--- src/rtl/rv32_pkg.sv ---
// RV32I shared decode definitions.
// Opcodes, immediate formats and the ID/EX bundle.
package rv32_pkg;

   localparam int XLEN = 32;
   localparam int RA_W = 5;

   localparam logic [6:0] OPC_LUI    = 7'b0110111;
   localparam logic [6:0] OPC_AUIPC  = 7'b0010111;
   localparam logic [6:0] OPC_JAL    = 7'b1101111;
   localparam logic [6:0] OPC_JALR   = 7'b1100111;
   localparam logic [6:0] OPC_BRANCH = 7'b1100011;
   localparam logic [6:0] OPC_LOAD   = 7'b0000011;
   localparam logic [6:0] OPC_STORE  = 7'b0100011;
   localparam logic [6:0] OPC_OP_IMM = 7'b0010011;
   localparam logic [6:0] OPC_OP     = 7'b0110011;
   localparam logic [6:0] OPC_FENCE  = 7'b0001111;
   localparam logic [6:0] OPC_SYSTEM = 7'b1110011;

   typedef enum logic [2:0] {
      IMM_I,
      IMM_S,
      IMM_B,
      IMM_U,
      IMM_J,
      IMM_NONE
   } imm_type_t;

   typedef struct packed {
      logic [XLEN-1:0] pc;
      logic [XLEN-1:0] rs1_data;
      logic [XLEN-1:0] rs2_data;
      logic [XLEN-1:0] imm;
      logic [RA_W-1:0] rd;
      logic            rd_we;
      logic [6:0]      opcode;
      logic [2:0]      funct3;
      logic [6:0]      funct7;
      logic            illegal;
      logic [RA_W-1:0] rs1;
      logic [RA_W-1:0] rs2;
   } id_ex_t;

   // Full 7-bit compare also rejects compressed (instr[1:0] != 2'b11)
   function automatic logic opc_legal(input logic [6:0] opc);
      logic ok;
      ok = 1'b0;
      case (opc)
         OPC_LUI, OPC_AUIPC, OPC_JAL, OPC_JALR,
         OPC_BRANCH, OPC_LOAD, OPC_STORE,
         OPC_OP_IMM, OPC_OP, OPC_FENCE,
         OPC_SYSTEM: ok = 1'b1;
         default:    ok = 1'b0;
      endcase
      return ok;
   endfunction

endpackage

--- src/rtl/id_stage_imm_gen.sv ---
// RV32I immediate generator.
// Pure combinational: format select plus sign extension.
module imm_gen
   import rv32_pkg::*;
(
   input  logic [31:0] instr,
   output logic [31:0] imm,
   output imm_type_t   imm_type
);

   always_comb begin
      imm_type = IMM_NONE;
      case (instr[6:0])
         OPC_LOAD,
         OPC_OP_IMM,
         OPC_JALR,
         OPC_SYSTEM: imm_type = IMM_I;
         OPC_STORE:  imm_type = IMM_S;
         OPC_BRANCH: imm_type = IMM_B;
         OPC_LUI,
         OPC_AUIPC:  imm_type = IMM_U;
         OPC_JAL:    imm_type = IMM_J;
         default:    imm_type = IMM_NONE;
      endcase
   end

   always_comb begin
      imm = '0;
      case (imm_type)
         IMM_I: imm = {{20{instr[31]}},
                       instr[31:20]};
         IMM_S: imm = {{20{instr[31]}},
                       instr[31:25],
                       instr[11:7]};
         IMM_B: imm = {{19{instr[31]}},
                       instr[31],
                       instr[7],
                       instr[30:25],
                       instr[11:8],
                       1'b0};
         IMM_U: imm = {instr[31:12],
                       12'b0};
         IMM_J: imm = {{11{instr[31]}},
                       instr[31],
                       instr[19:12],
                       instr[20],
                       instr[30:21],
                       1'b0};
         default: imm = '0;
      endcase
   end

endmodule

--- src/rtl/id_stage.sv ---
// RV32I decode stage with writeback bypass.
// Single ID/EX slot, valid/ready on both sides.
module id_stage #(
   parameter int XLEN = 32,
   parameter int RA_W = 5
) (
   input  logic            clk,
   input  logic            rst,
   input  logic            in_valid,
   output logic            in_ready,
   input  logic [31:0]     in_instr,
   input  logic [XLEN-1:0] in_pc,
   output logic [RA_W-1:0] rf_raddr1,
   output logic [RA_W-1:0] rf_raddr2,
   input  logic [XLEN-1:0] rf_rdata1,
   input  logic [XLEN-1:0] rf_rdata2,
   input  logic            wb_we,
   input  logic [RA_W-1:0] wb_addr,
   input  logic [XLEN-1:0] wb_data,
   input  logic            flush,
   output logic            out_valid,
   input  logic            out_ready,
   output logic [XLEN-1:0] out_pc,
   output logic [XLEN-1:0] out_rs1_data,
   output logic [XLEN-1:0] out_rs2_data,
   output logic [XLEN-1:0] out_imm,
   output logic [RA_W-1:0] out_rd,
   output logic            out_rd_we,
   output logic [6:0]      out_opcode,
   output logic [2:0]      out_funct3,
   output logic [6:0]      out_funct7,
   output logic            out_illegal
);

   import rv32_pkg::*;

   logic        valid_q, valid_d;
   id_ex_t      slot_q, slot_d;
   logic        cap;
   logic        legal;
   logic        rd_we;
   logic        wb_hit;
   logic [31:0] imm;
   imm_type_t   imm_type;

   imm_gen u_imm_gen (
      .instr    (in_instr),
      .imm      (imm),
      .imm_type (imm_type)
   );

   assign rf_raddr1 = in_instr[19:15];
   assign rf_raddr2 = in_instr[24:20];

   assign in_ready = !valid_q || out_ready;
   assign cap      = in_valid && in_ready && !flush;
   assign wb_hit   = wb_we && (wb_addr != '0);

   assign legal = opc_legal(in_instr[6:0]);
   assign rd_we = legal
               && (imm_type != IMM_S)
               && (imm_type != IMM_B)
               && (in_instr[6:0] != OPC_FENCE)
               && (in_instr[11:7] != '0);

   always_comb begin
      if (flush)
         valid_d = 1'b0;
      else if (cap)
         valid_d = 1'b1;
      else if (out_ready)
         valid_d = 1'b0;
      else
         valid_d = valid_q;
   end

   // RF write lands on this same edge, so its read data is stale
   always_comb begin
      slot_d = slot_q;
      if (cap) begin
         slot_d.pc      = in_pc;
         slot_d.imm     = imm;
         slot_d.rd      = in_instr[11:7];
         slot_d.rd_we   = rd_we;
         slot_d.opcode  = in_instr[6:0];
         slot_d.funct3  = in_instr[14:12];
         slot_d.funct7  = in_instr[31:25];
         slot_d.illegal = !legal;
         slot_d.rs1     = rf_raddr1;
         slot_d.rs2     = rf_raddr2;
         slot_d.rs1_data =
            (wb_hit && wb_addr == rf_raddr1)
            ? wb_data : rf_rdata1;
         slot_d.rs2_data =
            (wb_hit && wb_addr == rf_raddr2)
            ? wb_data : rf_rdata2;
      end else if (valid_q) begin
         if (wb_hit && wb_addr == slot_q.rs1)
            slot_d.rs1_data = wb_data;
         if (wb_hit && wb_addr == slot_q.rs2)
            slot_d.rs2_data = wb_data;
      end
   end

   always_ff @(posedge clk or posedge rst) begin
      if (rst) begin
         valid_q <= 1'b0;
         slot_q  <= '0;
      end else begin
         valid_q <= valid_d;
         slot_q  <= slot_d;
      end
   end

   assign out_valid    = valid_q;
   assign out_pc       = slot_q.pc;
   assign out_rs1_data = slot_q.rs1_data;
   assign out_rs2_data = slot_q.rs2_data;
   assign out_imm      = slot_q.imm;
   assign out_rd       = slot_q.rd;
   assign out_rd_we    = slot_q.rd_we;
   assign out_opcode   = slot_q.opcode;
   assign out_funct3   = slot_q.funct3;
   assign out_funct7   = slot_q.funct7;
   assign out_illegal  = slot_q.illegal;

endmodule

--- config.mk ---
export PLATFORM = sky130hd
export DESIGN_NAME = id_stage
export DESIGN_NICKNAME = d
export VERILOG_FILES = /design/src/rtl/rv32_pkg.sv /design/src/rtl/id_stage_imm_gen.sv /design/src/rtl/id_stage.sv
export SDC_FILE = /design/constraint.sdc
export NUM_CORES = 1
export LEC_CHECK = 0
export BUFFER_PORTS_ARGS = -buffer_cell sky130_fd_sc_hd__buf_2
export CAP_MARGIN = 20
export CORE_UTILIZATION = 49
export DETAILED_ROUTE_END_ITERATION = 8
export GPL_TIMING_DRIVEN = 0
export PLACE_DENSITY_LB_ADDON = 0.25
export RECOVER_POWER = 50
export SLEW_MARGIN = 20
export SYNTH_ARGS = -nofsm -noshare
export SYNTH_HDL_FRONTEND = slang
export SYNTH_SLANG_ARGS = --single-unit
--- constraint.sdc ---
create_clock -name clk -period 6.1 [get_ports clk]
set_input_delay 0.61 -clock clk [delete_from_list [all_inputs] [get_ports clk]]
set_output_delay 0.61 -clock clk [all_outputs]
set_load 0.02 [all_outputs]
==> metrics <==
run status=finished, violations left; violated checks=max-capacitance violations, max-slew violations; detailed-router iteration count before antenna repair=4; multi-input gate area in the final layout=around 0.0029 sq mm; count of final setup violators=0; Max H-tree Level=4; number of cells after detailed placement=1,497; post-synthesis instance area=between 0.008 and 0.009 sq mm; Tightest Pin Transition=3.37 ns; Req. time, crit path=6.06 ns; clock-pin slew on the worst setup and hold paths=0.06 ns; overall routed net length=about 25 mm; source-to-sink clock delay at the later pin of the worst-skew pair=about 0.42 ns; Hold WC Path Type=input port to flip-flop; CP Depth=2; Synth async-reset ratio=100%; syn_area_per_cell=approximately 9 sq um; setup_tns=0 ns; IO buf count=approximately 330; fraction of the yosys area taken by sequential cells=between 40% and 50%; global placement routability congestion=about 0.87; power density relative to cell area=roughly 300 mW/mm^2; multiplexer share of the synthesized area=less than 1%; worst relative slew slack=-126%; vias per std cell=5.03; Post-DRT Antenna Nets=0; Min Clock Period, post-route=2.69 ns; compound-cell area share of the yosys netlist=between 10% and 20%; clk sinks=roughly 160; number of rows in the core area=between 40 and 50; max-cap check violation count=1; largest voltage drop on the vdd net=between 0.15 and 0.2 mV; Die Y-Extent=around 130 microns; synthesis-to-layout area growth=28.9%; Finished Layout Cells=between 1,500 and 2,000; Mapped Cells=947; floorplan die area=between 0.015 and 0.02 sq mm; Max Transition Viols Final=74; largest family of logic cells by synthesized area=simple AND/OR/NAND/NOR gates; via count of the first global-routing pass=7,508; postcts setup bufs=0; Synth Area in XOR/XNOR=under 10%; met2 wire length=between 10 and 15 mm; TritonCTS Buffers=17; Crit. Startpoint=rst; endpoints failing hold=0; final setup slack of the worst path=3.41 ns; layout net count=around 1,500; Global Route Usage Sum=around 28%; detailed-routing wirelength on met1=about 10 mm; maximum clock rate=372 MHz; footprint of the flip-flops and latches=around 0.0041 sq mm; post-synthesis share of cell area spent on and, or, nand and nor gates=a little under a fifth; Clk Tree Root Cell=sky130_fd_sc_hd__clkbuf_16; violation count after the first detailed-route iteration=402; count of unique library cells instantiated by Yosys=41; largest driver fanout on the critical path=74; Setup crit end=out_rs2_data[17]; grt ovf=0; first-pass GRT wire length=just under 40 mm; Critical Path, Cell by Cell=buf_2, clkinvlp_2; critical path class=input port to async pin; area of the placeable core=around 0.017 sq mm; number of synthesized register bits=163; standard cell with the maximum stage delay on the critical path=sky130_fd_sc_hd__clkinvlp_2; delay of the slowest cell on the worst path=between 1.5 and 2 ns; quantity of hold-fixing buffers added after cts=0; Post-Route Skew=approximately 0.011 ns; unrepaired setup endpoints after global routing=no; via count=about 7,700; primary flip-flop cell chosen by synthesis mapping=sky130_fd_sc_hd__dfrtp_1; Critical R2R Launch=out_valid; Critical path buffers and inverters=2; number of warnings reported in the yosys synthesis log=0; reg-to-reg critical path endpoint=out_pc[9]; post-route fraction of the period consumed by the critical path=44.1%; detailed-routed wire length on met3=roughly 1.9 mm; Die Width=~130 microns; post-synthesis net count=~1,100; Final HPWL DP=~18 mm; starting density of the core=roughly half; largest buffer count on any clock path=2; clock tree from TritonCTS=done; initial antenna violation count=1; cell family contributing the most delay on the critical path=buffers and inverters; adder and majority gate portion of the synthesized area=0%; EDFF count, synth=0; fill cell total of the finished layout=1,452; number of top-level pins=about 340; register-to-register setup slack=about 3.4 ns; startpoint type of the worst setup path=input port; number of remaining DRC errors=0; quantity of gates resized following cts=0; worst endpoint data arrival time=between 2 and 3 ns; category of the worst setup path capture point=async pin; Place WS=3.20 ns; depth of the worst register-to-register path=6; Static Leak=approximately 5.5 nW; highest routed metal layer=met4; Post-Route Utilization=about two thirds; layout cell share with drive strength beyond 1=a little over a third; largest net degree at the start of global routing=91; final routed wire length divided by cell count=roughly 16 microns
[cell families after synthesis]
| kind of cell | count (synthesis) |
|---|---|
| simple gates | 402 |
| compound gates | 134 |
| buf+inv | 226 |
| xor+xnor | 20 |
| flops | 163 |
| mux | 2 |
[area by class of cell]
cell class | instances | share of cell area [%]
Antenna cell | 1 | 0.0227
Buffer | 221 | 13.6
Clock buffer | 21 | 4.18
Clock inverter | 11 | 1.39
Inverter | 5 | 0.182
Multi-Input combinational cell | 558 | 26.8
Sequential cell | 163 | 37.1
Tap cell | 220 | 2.50
Timing Repair Buffer | 330 | 14.3
[synth_stat cells, types with 2 or more instances]
cell / n / area share (%)
sky130_fd_sc_hd__nand3_1: 6 / 0.35
sky130_fd_sc_hd__a31oi_1: 4 / 0.29
sky130_fd_sc_hd__a22o_1: 7 / 0.72
sky130_fd_sc_hd__nand2_1: 282 / 12
sky130_fd_sc_hd__o21ai_0: 7 / 0.41
sky130_fd_sc_hd__dfrtp_1: 163 / 48
sky130_fd_sc_hd__nor2b_1: 3 / 0.22
sky130_fd_sc_hd__or3_1: 2 / 0.15
sky130_fd_sc_hd__nor2_1: 85 / 3.7
sky130_fd_sc_hd__xnor2_1: 12 / 1.2
sky130_fd_sc_hd__o221a_1: 64 / 8.4
sky130_fd_sc_hd__a21oi_1: 25 / 1.5
sky130_fd_sc_hd__nor4_1: 2 / 0.15
sky130_fd_sc_hd__buf_6: 6 / 0.79
sky130_fd_sc_hd__a22oi_1: 4 / 0.35
sky130_fd_sc_hd__xor2_1: 8 / 0.82
sky130_fd_sc_hd__mux2_4: 2 / 0.35
sky130_fd_sc_hd__o22ai_1: 3 / 0.22
sky130_fd_sc_hd__clkbuf_1: 36 / 1.6
sky130_fd_sc_hd__o21ai_1: 14 / 0.82
sky130_fd_sc_hd__buf_4: 165 / 15
sky130_fd_sc_hd__nand2b_1: 3 / 0.22
sky130_fd_sc_hd__inv_1: 5 / 0.22
sky130_fd_sc_hd__or4_1: 5 / 0.44
sky130_fd_sc_hd__buf_1: 12 / 0.53
sky130_fd_sc_hd__and2_1: 3 / 0.22
sky130_fd_sc_hd__and3_1: 5 / 0.37
[layout by cell type, fill, tap and decap left out, types with 5 or more instances in the layout]
master	instances
sky130_fd_sc_hd__and3_1	5
sky130_fd_sc_hd__a22o_1	7
sky130_fd_sc_hd__xor2_1	8
sky130_fd_sc_hd__a21oi_1	25
sky130_fd_sc_hd__nand3_1	6
sky130_fd_sc_hd__dfrtp_1	163
sky130_fd_sc_hd__xnor2_1	12
sky130_fd_sc_hd__nor2_1	85
sky130_fd_sc_hd__clkbuf_1	119
sky130_fd_sc_hd__or4_1	5
sky130_fd_sc_hd__buf_6	6
sky130_fd_sc_hd__buf_1	12
sky130_fd_sc_hd__clkbuf_16	17
sky130_fd_sc_hd__o21ai_1	14
sky130_fd_sc_hd__buf_4	165
sky130_fd_sc_hd__buf_2	249
sky130_fd_sc_hd__nand2_1	282
sky130_fd_sc_hd__o221a_1	64
sky130_fd_sc_hd__o21ai_0	7
[stage by stage]
| step | hold slack (ns) | area [sq um] | total power [mW] |
|---|---|---|---|
| after floorplan | 0.447 | 8540 | 1.94 |
| after global placement | 0.460 | 10500 | 2.22 |
| after detailed placement | 0.464 | 10500 | 2.23 |
| after CTS | 0.257 | 11100 | 3.34 |
| after global routing | 0.375 | 11000 | 3.46 |
| final | 0.379 | 11000 | 3.31 |
[per-layer routing]
layer | vias to the layer above | GRT usage (%)
met3 | 43 | 6.35
met1 | 3659 | 35.4
met4 | 0 | 11.9
met2 | 326 | 45.7
met5 | - | 0
li1 | 3675 | -
[sequential cells by signal, indices dropped and copies added, names as in the netlist, 3 cells and up]
name          flops
out_pc           32
out_opcode        7
out_rs2_data     32
out_funct7        7
out_rs1_data     32
out_rd            5
slot_q           10
out_imm          32
out_funct3        3
[worst reg2reg max path: stages, from the launching register on]
cell and delay [ns]:
sky130_fd_sc_hd__dfrtp_1 0.41, sky130_fd_sc_hd__nor2b_1 0.17, sky130_fd_sc_hd__nor3b_1 0.71, sky130_fd_sc_hd__clkbuf_1 0.50, sky130_fd_sc_hd__clkbuf_1 0.63, sky130_fd_sc_hd__nand2_1 0.13
sky130_fd_sc_hd__nand2_1 0.08
[power breakdown]
| group | internal (mW) | switching, mW |
|---|---|---|
| logic | 0.402 | 0.480 |
| registers | 1.23 | 0.0867 |
| clock network | 0.669 | 0.437 |
[worst min-delay path by stage]
stage / slack [ns] / startpoint / end / depth (start not counted)
finish: 0.38 / in_pc[23] / out_pc[23] / 3
global route: 0.37 / in_pc[24] / out_pc[24] / 3
CTS: 0.26 / rst / out_pc[5] / 2
detailed placement: 0.46 / out_funct7[2] / out_funct7[2] / 2
global placement: 0.46 / out_rd[0] / out_rd[0] / 2
floorplan: 0.45 / out_funct3[0] / out_funct3[0] / 2
No activity file was read; power rests on OpenSTA's default activity.
